--- src/rtl/if_fetch_unit_pkg.sv ---
// Shared fetch definitions: word geometry, reset defaults and PC helpers.
`ifndef IF_DEFS_SV
`define IF_DEFS_SV
package if_defs;

  localparam int          WORD_W              = 32;
  localparam int          INSTR_BYTES         = 4;
  localparam logic [31:0] RESET_PC_DEFAULT    = 32'h0000_0000;
  localparam int          IM_SIZE_DEFAULT     = 1024;
  localparam int          QUEUE_DEPTH_DEFAULT = 2;

  // Byte address -> instruction memory word index.
  function automatic logic [WORD_W-1:0] word_index(input logic [WORD_W-1:0] pc);
    return {2'b00, pc[WORD_W-1:2]};
  endfunction

  // Force a byte address onto a word boundary.
  function automatic logic [WORD_W-1:0] align_pc(input logic [WORD_W-1:0] pc);
    return {pc[WORD_W-1:2], 2'b00};
  endfunction

endpackage
`endif

--- src/rtl/if_fetch_unit_queue.sv ---
// 2-entry circular prefetch buffer holding {pc, instruction}.
// When empty, head keeps showing the last entry presented, so decode-side
// outputs hold their previous values (zero after reset).
module if_queue
  import if_defs::*;
#(
  parameter int DEPTH = QUEUE_DEPTH_DEFAULT
) (
  input  logic        clock,
  input  logic        reset,
  input  logic        push,
  input  logic        pop,
  input  logic        flush,
  input  logic [63:0] push_data,
  output logic [63:0] head,
  output logic        full,
  output logic        empty,
  output logic [1:0]  count
);

  localparam logic [1:0] DEPTH_C = 2'(DEPTH);

  logic [1:0][63:0] mem;
  logic             rd_ptr;
  logic             wr_ptr;
  logic [63:0]      held;
  logic             do_push;
  logic             do_pop;

  assign empty   = (count == 2'd0);
  assign full    = (count == DEPTH_C);
  assign do_pop  = pop & ~empty;
  // A full queue can still accept when the head leaves in the same cycle;
  // the write lands in the slot being vacated, which becomes the new tail.
  assign do_push = push & (~full | do_pop);
  assign head    = empty ? held : mem[rd_ptr];

  // Pointer / occupancy update; flush discards everything.
  always_ff @(posedge clock) begin
    if (reset || flush) begin
      rd_ptr <= 1'b0;
      wr_ptr <= 1'b0;
      count  <= 2'd0;
    end else begin
      if (do_push) wr_ptr <= ~wr_ptr;
      if (do_pop)  rd_ptr <= ~rd_ptr;
      case ({do_push, do_pop})
        2'b10:   count <= count + 2'd1;
        2'b01:   count <= count - 2'd1;
        default: count <= count;
      endcase
    end
  end

  // Storage write; payload needs no reset since count gates visibility.
  always_ff @(posedge clock) begin
    if (!reset && !flush && do_push) mem[wr_ptr] <= push_data;
  end

  // Remember the last presented head so outputs hold across empty periods.
  always_ff @(posedge clock) begin
    if (reset)       held <= '0;
    else if (!empty) held <= mem[rd_ptr];
  end

endmodule

--- src/rtl/if_fetch_unit.sv ---
// Instruction fetch: owns the PC, reads one word per cycle from a
// combinational instruction memory into a 2-entry prefetch queue, and
// presents {instruction, pc} to decode over valid/ready. Redirects flush.
module if_fetch_unit
  import if_defs::*;
#(
  parameter logic [31:0] RESET_PC    = RESET_PC_DEFAULT,
  parameter int          IM_SIZE     = IM_SIZE_DEFAULT,
  parameter int          QUEUE_DEPTH = QUEUE_DEPTH_DEFAULT
) (
  input  logic        clock,
  input  logic        reset,
  output logic [31:0] im_address,
  input  logic [31:0] im_instruction,
  input  logic        redirect_valid,
  input  logic [31:0] redirect_pc,
  output logic        out_valid,
  input  logic        out_ready,
  output logic [31:0] out_instruction,
  output logic [31:0] out_pc,
  output logic [31:0] out_pc_plus4,
  output logic        done
);

  localparam logic [31:0] IM_SIZE_W = 32'(IM_SIZE);

  logic [WORD_W-1:0] pc;
  logic              in_range;
  logic              pop;
  logic              fetch_ok;
  logic [63:0]       q_head;
  logic              q_full;
  logic              q_empty;
  logic [1:0]        q_count;
  logic              unused_bits;

  assign im_address = word_index(pc);
  assign in_range   = (im_address < IM_SIZE_W);
  assign pop        = out_valid & out_ready;
  // Redirect wins over fetch; a full queue only accepts alongside a pop.
  assign fetch_ok   = ~done & ~redirect_valid & in_range & (~q_full | pop);

  assign out_valid       = ~q_empty;
  assign out_pc          = q_head[63:32];
  assign out_instruction = q_head[31:0];
  assign out_pc_plus4    = out_pc + 32'(INSTR_BYTES);

  assign unused_bits = ^{redirect_pc[1:0], q_count};

  // PC and end-of-memory flag; reset beats redirect beats fetch.
  always_ff @(posedge clock) begin
    if (reset) begin
      pc   <= align_pc(RESET_PC);
      done <= 1'b0;
    end else if (redirect_valid) begin
      pc   <= align_pc(redirect_pc);
      done <= 1'b0;
    end else begin
      if (fetch_ok) pc <= pc + 32'(INSTR_BYTES);
      if (!in_range) done <= 1'b1;
    end
  end

  if_queue #(.DEPTH(QUEUE_DEPTH)) u_queue (
    .clock     (clock),
    .reset     (reset),
    .push      (fetch_ok),
    .pop       (pop),
    .flush     (redirect_valid),
    .push_data ({pc, im_instruction}),
    .head      (q_head),
    .full      (q_full),
    .empty     (q_empty),
    .count     (q_count)
  );

endmodule
--- config.mk ---
export PLATFORM = sky130hd
export DESIGN_NAME = if_fetch_unit
export DESIGN_NICKNAME = d
export VERILOG_FILES = /design/src/rtl/if_fetch_unit_pkg.sv /design/src/rtl/if_fetch_unit_queue.sv /design/src/rtl/if_fetch_unit.sv
export SDC_FILE = /design/constraint.sdc
export NUM_CORES = 1
export LEC_CHECK = 0
export ABC_CLOCK_PERIOD_IN_PS = 10600
export CAP_MARGIN = 10
export CORE_UTILIZATION = 40
export CTS_CLUSTER_DIAMETER = 50
export CTS_CLUSTER_SIZE = 24
export DETAILED_ROUTE_END_ITERATION = 10
export DONT_BUFFER_PORTS = 1
export GPL_TIMING_DRIVEN = 0
export PLACE_DENSITY_LB_ADDON = 0.3
export SKIP_LAST_GASP = 1
export SYNTH_ARGS = -nofsm -noshare
export SYNTH_HDL_FRONTEND = slang
export SYNTH_SLANG_ARGS = --single-unit
--- constraint.sdc ---
create_clock -name clock -period 10.6 [get_ports clock]
set_input_delay 1.59 -clock clock [delete_from_list [all_inputs] [get_ports clock]]
set_output_delay 1.59 -clock clock [all_outputs]
set_load 0.02 [all_outputs]
==> metrics.md, run 1 <==
| Metric | Value |
|---|---|
| Outcome | `complete, but fails checks` |
| Failing checks | `DRC` |
| Antenna Nets Post-Route | `0` |
| Most frequent cells in the layout | `edfxtp_1 (124), dfxtp_1 (99), mux2i_1 (82)` |
| Initial DRC Count | `271` |
| Final count of pins violating max slew | `0` |
| Seq/Total Area, Yosys | `0.629` |
| Critical Path Start | `u_queue.count[0]$_SDFFE_PP0P_` |
| Instance count of the mapped netlist | `722` |
| Top-area cell type share of the netlist area | `0.411` |
| Final Hold Slack | `553 ps` |
| Hold_buf cts | `0` |
| Clock skew | `16.4 ps` |
| DRT Pass-1 Iters | `7` |
| Crit path launch type | `flop` |
| R2r endpoint | `u_queue.mem[60]$_DFFE_PP_` |
| Post-layout net count | `829` |
| DR vias | `5,313` |
| End of the critical path | `out_pc_plus4[28]` |
| Die X | `153 microns` |
| Hold Vio Cnt, Final | `0` |
| Cts repair resizes | `0` |
| Vias in the first global route | `5,367` |
| Sink Count | `223` |
| Die Ht | `153 microns` |
| Ant. Diodes | `0` |
| Worst path bufs/invs | `4` |
| Row cnt | `54` |
| Number of warning messages in the yosys log | `0` |
| Commonest non-fill, non-tap cell in the layout | `edfxtp_1` |
| RSZ-0062 raised after global routing | `no` |
| Starting Density | `0.412` |
| Pwr Density | `178 mW/mm^2` |
| Drt drc | `9` |
| Yosys cell types | `48` |
| Clk buf depth | `3` |
| First-pass GRT wire length | `31,200 microns` |
| Clk slew on worst S/H paths | `60 ps` |
| Tot GR Track Use | `0.176` |
| Share of post-route cells with drive strength above 1 | `0.137` |
| Final wirelength | `20,500 microns` |
| Worst path depth | `12` |
| Largest net degree at the start of global routing | `38` |
| Placed insts | `1,011` |
| Minimum clock period after layout | `5430 ps` |
| # IOs | `198` |
| H-tree lvl count | `1` |
| Finished Core Util | `0.471` |
| Power Total | `0.00185 W` |
| R2R setup slack | `6960 ps` |
| Worst path required time | `9010 ps` |
| Metal-1 WL | `8880 microns` |
| Hold Path Class | `flop to flop` |
| Clk_lat worst skew | `520 ps` |
| Area of the multi-input gates | `0.00299 sq mm` |
| Core area | `0.0220 sq mm` |
| CP Class | `flop to primary output` |
| Fin cells | `1,056` |
| Grt total ovfl | `0` |
| Post-Syn Area | `0.00907 sq mm` |
| R2r worst-path depth | `8` |
| Post-CTS setup buffers | `0` |
| DR WL met2 | `10,100 microns` |
| Wire per inst | `19.4 microns` |
| Gpl congestion | `0.787` |
| Peak Freq | `184 MHz` |
| R2r startpoint | `pc[31]$_SDFFE_PP0P_` |
| Final TNS setup | `0 ps` |
| CTS tree | `yes` |
| Register area | `0.00571 sq mm` |
| Post-synth top area cell | `edfxtp_1` |
| Largest stage delay, worst path | `480 ps` |
| Leakage | `3.80 nW` |
| Fillers | `2,011` |
| DP Wirelength | `14,600 microns` |
| Data arrival time of the critical path | `3840 ps` |
| Max cap viols | `0` |
| Die ar. | `0.0233 sq mm` |
| PortBufs | `0` |
| Via/cell ratio | `5.03` |
| Clk root buf | `clkbuf_16` |
| Slew HR | `0.337` |
| Avg Synthesized Cell Area | `12.6 sq um` |
| Top Layer Used | `met4` |
| Crit. End Element | `primary output` |
| Antenna violations before repair | `0` |
| P&R area growth vs syn | `14.4%` |
| Worst vdd ir | `0.000120 V` |
| Seq cells post-synth | `223` |
| Hold Crit Depth | `2` |
| Routed wl met3 | `1190 microns` |
| Final setup fails | `0` |
| Worst-path cell chain | `buf_4 -> nor2_8 -> inv_12 -> buf_8 -> mux2i_1 -> inv_1 -> ha_1 -> o211ai_1 -> nor4_2 -> nand3_2 -> nor3_1 -> xor2_1` |
| Crit-path max FO | `10` |
| Ranking of synthesized cells by area | `edfxtp_1 (41%), dfxtp_1 (22%), mux2i_1 (9.0%)` |
| Slew @ Worst Pin | `984 ps` |
| CTS buffer count | `25` |
| Fin crit share | `0.512` |
| Cell family with most CP delay | `simple AND/OR/NAND/NOR gates` |
| Crit path max-delay cell type | `nor4_2` |
[worst min path at each step]
| stage | to | start |
|---|---|---|
| 3_5_place_dp | u_queue.held[52]$_SDFF_PP0_ | u_queue.held[52]$_SDFF_PP0_ |
| 3_3_place_gp | u_queue.wr_ptr$_SDFFE_PP0P_ | u_queue.wr_ptr$_SDFFE_PP0P_ |
| 4_1_cts | u_queue.held[52]$_SDFF_PP0_ | u_queue.held[52]$_SDFF_PP0_ |
| 6_report | u_queue.held[63]$_SDFF_PP0_ | u_queue.held[63]$_SDFF_PP0_ |
| 5_1_grt | u_queue.held[52]$_SDFF_PP0_ | u_queue.held[52]$_SDFF_PP0_ |
| 2_1_floorplan | u_queue.held[63]$_SDFF_PP0_ | u_queue.held[63]$_SDFF_PP0_ |
[layout make-up]
class | instances | share of cell area
flip-flops and latches | 223 | 0.550
multi-input cells | 421 | 0.288
clock buffers | 26 | 0.0607
well taps | 280 | 0.0338
plain buffers | 39 | 0.0221
clock inverters | 19 | 0.0210
inverters | 40 | 0.0157
repair buffers | 8 | 0.00916
[flip-flops by register name (all words and copies together), names as in the netlist]
name and count:
u_queue.mem 124, u_queue.held 64, pc 30, u_queue.count 2
done 1, u_queue.rd_ptr 1, u_queue.wr_ptr 1
[where the power goes]
part / total (W) / switching (W) / internal (W)
clock network: 0.000855 / 0.000393 / 0.000463
logic: 0.0000480 / 0.0000320 / 0.0000160
registers: 0.000944 / 0.0000230 / 0.000921
total: 0.00185 / 0.000448 / 0.00140
[through the flow]
step	setup slack (ps)	cell area, sq um
6_report	5170	10400
5_1_grt	4930	10400
4_1_cts	5100	10400
3_5_place_dp	5680	9530
3_3_place_gp	216	9420
2_1_floorplan	3570	9070
[logic make-up after synthesis]
family,Yosys count,synth area share
other,1,0.000413
adders and majority gates,3,0.00414
and+or+nand+nor,208,0.123
buffers and inverters,79,0.0432
xor gates and xnor gates,41,0.0396
muxes,107,0.122
AOI/OAI and AO/OA,60,0.0389
DFF,223,0.629
[metal layers]
metal  vias to the layer above  GRT usage
met3                        26     0.0421
met4                         0     0.0548
li1                       2596          -
met5                         -          0
met1                      2555      0.227
met2                       136      0.293
[cell usage after synthesis (all sizes together)]
cell type    n
a21oi       11
dfxtp       99
nand3       10
o211ai       1
ha           3
nand2       43
and3         4
and2b        1
clkbuf      18
or2          1
mux2        24
and2         3
a2111oi      1
nand4b       1
conb         1
inv         40
nor2        68
nor3        20
o21ai       35
edfxtp     124
buf         21
a211oi       1
mux2i       83
o21a         8
a21o         2
nand2b       1
nor2b       37
nand4        6
a221oi       1
nor4        10
xnor2       35
or3          3
xor2         6
[worst reg2reg max path, cell delays in order (launching register included)]
cell and delay [ps]:
dfxtp_1 440, nor4_1 540, nand4_1 350, a211oi_2 620, nand2b_1 240, nor3_2 480, buf_4 310, buf_6 200
buf_6 190
(Power assumes the default switching activity.)
==> inputs of run 2 (changes only) <==
- ABC_AREA: unset -> 1
- ABC_CLOCK_PERIOD_IN_PS: 10600 -> 5400
- clock period: 10.6 -> 5.4 ns (I/O delays scaled with it)
==> metrics.md, run 2 <==
| Metric | Value |
|---|---|
| Tot GR Track Use | `0.206 (+0.0293)` |
| Slew HR | `0.369 (+0.0319)` |
| Commonest non-fill, non-tap cell in the layout | `nand2_1` |
| Number of warning messages in the yosys log | `0 (unchanged)` |
| Starting Density | `0.408 (-0.00345)` |
| Hold Vio Cnt, Final | `0 (unchanged)` |
| Initial DRC Count | `651 (+140%)` |
| Design area | `0.0114 sq mm (+10%)` |
| Wire per inst | `17.3 microns (-11%)` |
| Ant. Diodes | `0 (unchanged)` |
| Via/cell ratio | `4.95 (-1.7%)` |
| # IOs | `198 (unchanged)` |
| Pre-CTS setup slack | `2010 ps (-3670 ps)` |
| Seq cells post-synth | `223 (unchanged)` |
| Max reg flops | `124 (unchanged)` |
| CTS buffer count | `25 (unchanged)` |
| Most instantiated library cell after synthesis | `nand2_1` |
| Post-synth top area cell | `edfxtp_1` |
| Die Ht | `160 microns (+4.7%)` |
| Hold_buf cts | `0 (unchanged)` |
| Switching part of the total | `0.252 (+0.00970)` |
| Cts repair resizes | `0 (unchanged)` |
| Post-layout net count | `1,241 (+50%)` |
| Sink Count | `223 (unchanged)` |
| DR vias | `7,478 (+41%)` |
| R2r startpoint | `pc[14]$_SDFFE_PP0P_` |
| Hold Path Class | `primary input to flop` |
| Clock skew | `22.6 ps (+6.26 ps)` |
| Leakage | `4.53 nW (+19%)` |
| First-pass GRT wire length | `41,000 microns (+31%)` |
| Core area | `0.0244 sq mm (+11%)` |
| Seq pwr share | `0.491 (-0.020)` |
| DP Wirelength | `19,100 microns (+31%)` |
| NetSw | `0.000952 W (+110%)` |
| Row cnt | `57 (+5.6%)` |
| Worst vdd ir | `0.000217 V (+80%)` |
| Clk root buf | `clkbuf_16` |
| Largest net degree at the start of global routing | `31 (-18%)` |
| Final setup fails | `0 (unchanged)` |
| Max cap viols | `0 (unchanged)` |
| Final wirelength | `26,100 microns (+27%)` |
| Data arrival time of the critical path | `3110 ps (-730 ps)` |
| Share of post-route cells with drive strength above 1 | `0.130 (-0.00697)` |
| Ranking of synthesized cells by area | `edfxtp_1 (37%), dfxtp_1 (20%), nand2_1 (13%)` |
| Largest stage delay, worst path | `430 ps (-50 ps)` |
| Placed Instance Area | `0.0105 sq mm (+10%)` |
| Worst Hold Launch | `im_instruction[16]` |
| Critical path's most frequent cell | `nand2_2` |
| Peak Freq | `255 MHz` |
| Minimum clock period after layout | `3920 ps` |
| Post-synth EDFFs | `124 (unchanged)` |
| P&R area growth vs syn | `14.8%` |
| Crit-path max FO | `10 (unchanged)` |
| RSZ-0062 raised after global routing | `no` |
| Grt total ovfl | `0 (unchanged)` |
| Gpl congestion | `0.911 (+16%)` |
| H-tree lvl count | `1 (unchanged)` |
| Top-area cell type share of the netlist area | `0.374 (-0.0367)` |
| Seq/Total Area, Yosys | `0.573 (-0.0562)` |
| Crit. End Element | `primary output` |
| Die X | `160 microns (+4.7%)` |
| Slew @ Worst Pin | `943 ps (-40.6 ps)` |
| Drt drc | `0 (-9)` |
| Post-CTS setup buffers | `0 (unchanged)` |
| CP Class | `flop to primary output` |
| Clk_lat worst skew | `520 ps (about the same)` |
| Final count of pins violating max slew | `0 (unchanged)` |
| Most used DFF post-synth | `edfxtp_1` |
| Clk slew on worst S/H paths | `80 ps (+20 ps)` |
| Top reg by flops | `u_queue.mem` |
| Comb power frac | `0.035 (+0.009)` |
| CTS tree | `yes` |
| Yosys cell types | `33 (-31%)` |
| Vias in the first global route | `7,281 (+36%)` |
| Final worst slack | `1480 ps (-3700 ps)` |
| Antenna violations before repair | `0 (unchanged)` |
| Clock power share | `0.474 (+0.011)` |
| Post-synth ARST share | `0 (unchanged)` |
| Outcome | `finished, final reports clean` |
| Instance count of the mapped netlist | `1,137 (+57%)` |
| Most frequent cells in the layout | `nand2_1 (342), edfxtp_1 (124), nor2_1 (120)` |
| Internal power | `0.00282 W (+100%)` |
| Crit path max-delay cell type | `xor2_1` |
| Pwr Density | `330 mW/mm^2 (+85%)` |
| Fin crit share | `0.727` |
| Biggest regs | `u_queue.mem (124), u_queue.held (64), pc (30)` |
| Worst-path cell chain | `inv_2 -> nand2_8 -> buf_12 -> nand2_2 -> nand2_2 -> ha_1 -> nand3_1 -> nor2_2 -> nand2_1 -> xor2_1` |
| Avg Synthesized Cell Area | `8.76 sq um (-30%)` |
| Crit path launch type | `flop` |
| Clk buf depth | `3 (unchanged)` |
| Worst path required time | `4590 ps (-4420 ps)` |
| PortBufs | `0 (unchanged)` |
| Post-Syn Area | `0.00996 sq mm (+9.8%)` |
| Antenna Nets Post-Route | `0 (unchanged)` |
| Critical Path Start | `u_queue.count[0]$_SDFFE_PP0P_` |
| Post-synth top cells | `nand2_1 (342), edfxtp_1 (124), nor2_1 (121), a21oi_1 (102), dfxtp_1 (99)` |
| Die ar. | `0.0255 sq mm (+9.7%)` |
| DRT Pass-1 Iters | `5 (-2)` |
[run 2: cell types whose count changed after synthesis, sizes merged, moves of 37 or more]
cell | previous run | this run
a21oi | 11 | 102
mux2i | 83 | 0
nand2 | 43 | 388
nand3 | 10 | 73
nor2 | 68 | 139
nor2b | 37 | 0
[run 2: cells by family after synthesis]
family,Yosys count,synth area share
simple gates,653,0.288
flops,223,0.573
buf+inv,122,0.0593
compound gates,116,0.0585
xor+xnor,19,0.0167
fa+ha+maj,3,0.00377
other cells,1,0.000377
[run 2: cell type report]
| type | count | area [sq um] |
|---|---|---|
| fill | 2312 | 13000 |
| inverter | 67 | 259 |
| tap | 324 | 405 |
| sequential | 223 | 5710 |
| buffer | 55 | 332 |
| clock buffer | 27 | 676 |
| multi-input combinational | 793 | 3690 |
| clock inverter | 18 | 241 |
| timing repair buffer | 5 | 130 |
[run 2: worst max-delay path, delay by kind of cell, from the launching register on]
kind | cells | cell delay [ps]
AND/OR/NAND/NOR | 6 | 1170
XOR/XNOR | 1 | 430
buffers and inverters | 2 | 230
adder cells (fa/ha/maj) | 1 | 380
flip-flops | 1 | 370
[run 2: power groups by stage]
stage / clock network (W) / registers, W / logic (W)
floorplan: 0 / 0.00188 / 0.000100
global placement: 0 / 0.00189 / 0.000129
detailed placement: 0 / 0.00189 / 0.000132
CTS: 0.00183 / 0.00185 / 0.000133
global route: 0.00189 / 0.00186 / 0.000148
finish: 0.00179 / 0.00185 / 0.000132
[run 2: path summary, 6_finish.rpt]
check | end | slack (ps) | cells past startpoint
worst max-delay path | out_pc_plus4[18] | 1480 | 10
worst min-delay path | u_queue.mem[80]$_DFFE_PP_ | 380 | 0
worst max register to register | u_queue.mem[73]$_DFFE_PP_ | 2200 | 10
worst min register to register | u_queue.held[33]$_SDFF_PP0_ | 450 | 2
[run 2: routing by layer]
metal / vias to the layer above / GRT usage / part of all wire
met5: - / 0 / 0
met4: 0 / 0.0545 / 0.020
met3: 38 / 0.0408 / 0.063
met2: 232 / 0.332 / 0.46
met1: 3432 / 0.282 / 0.46
li1: 3776 / - / -
[run 2: metrics by stage]
| stage | power, W | cells | hold slack, ps | utilization | setup TNS (ps) |
|---|---|---|---|---|---|
| final | 0.00378 | 1512 | 384 | 0.469 | 0 |
| after global routing | 0.00390 | 1512 | 360 | 0.469 | 0 |
| after CTS | 0.00381 | 1512 | 364 | 0.469 | 0 |
| after detailed placement | 0.00202 | 1467 | 432 | 0.431 | 0 |
| after global placement | 0.00202 | 1462 | 430 | 0.425 | -112470 |
| after floorplan | 0.00198 | 1138 | 421 | - | 0 |
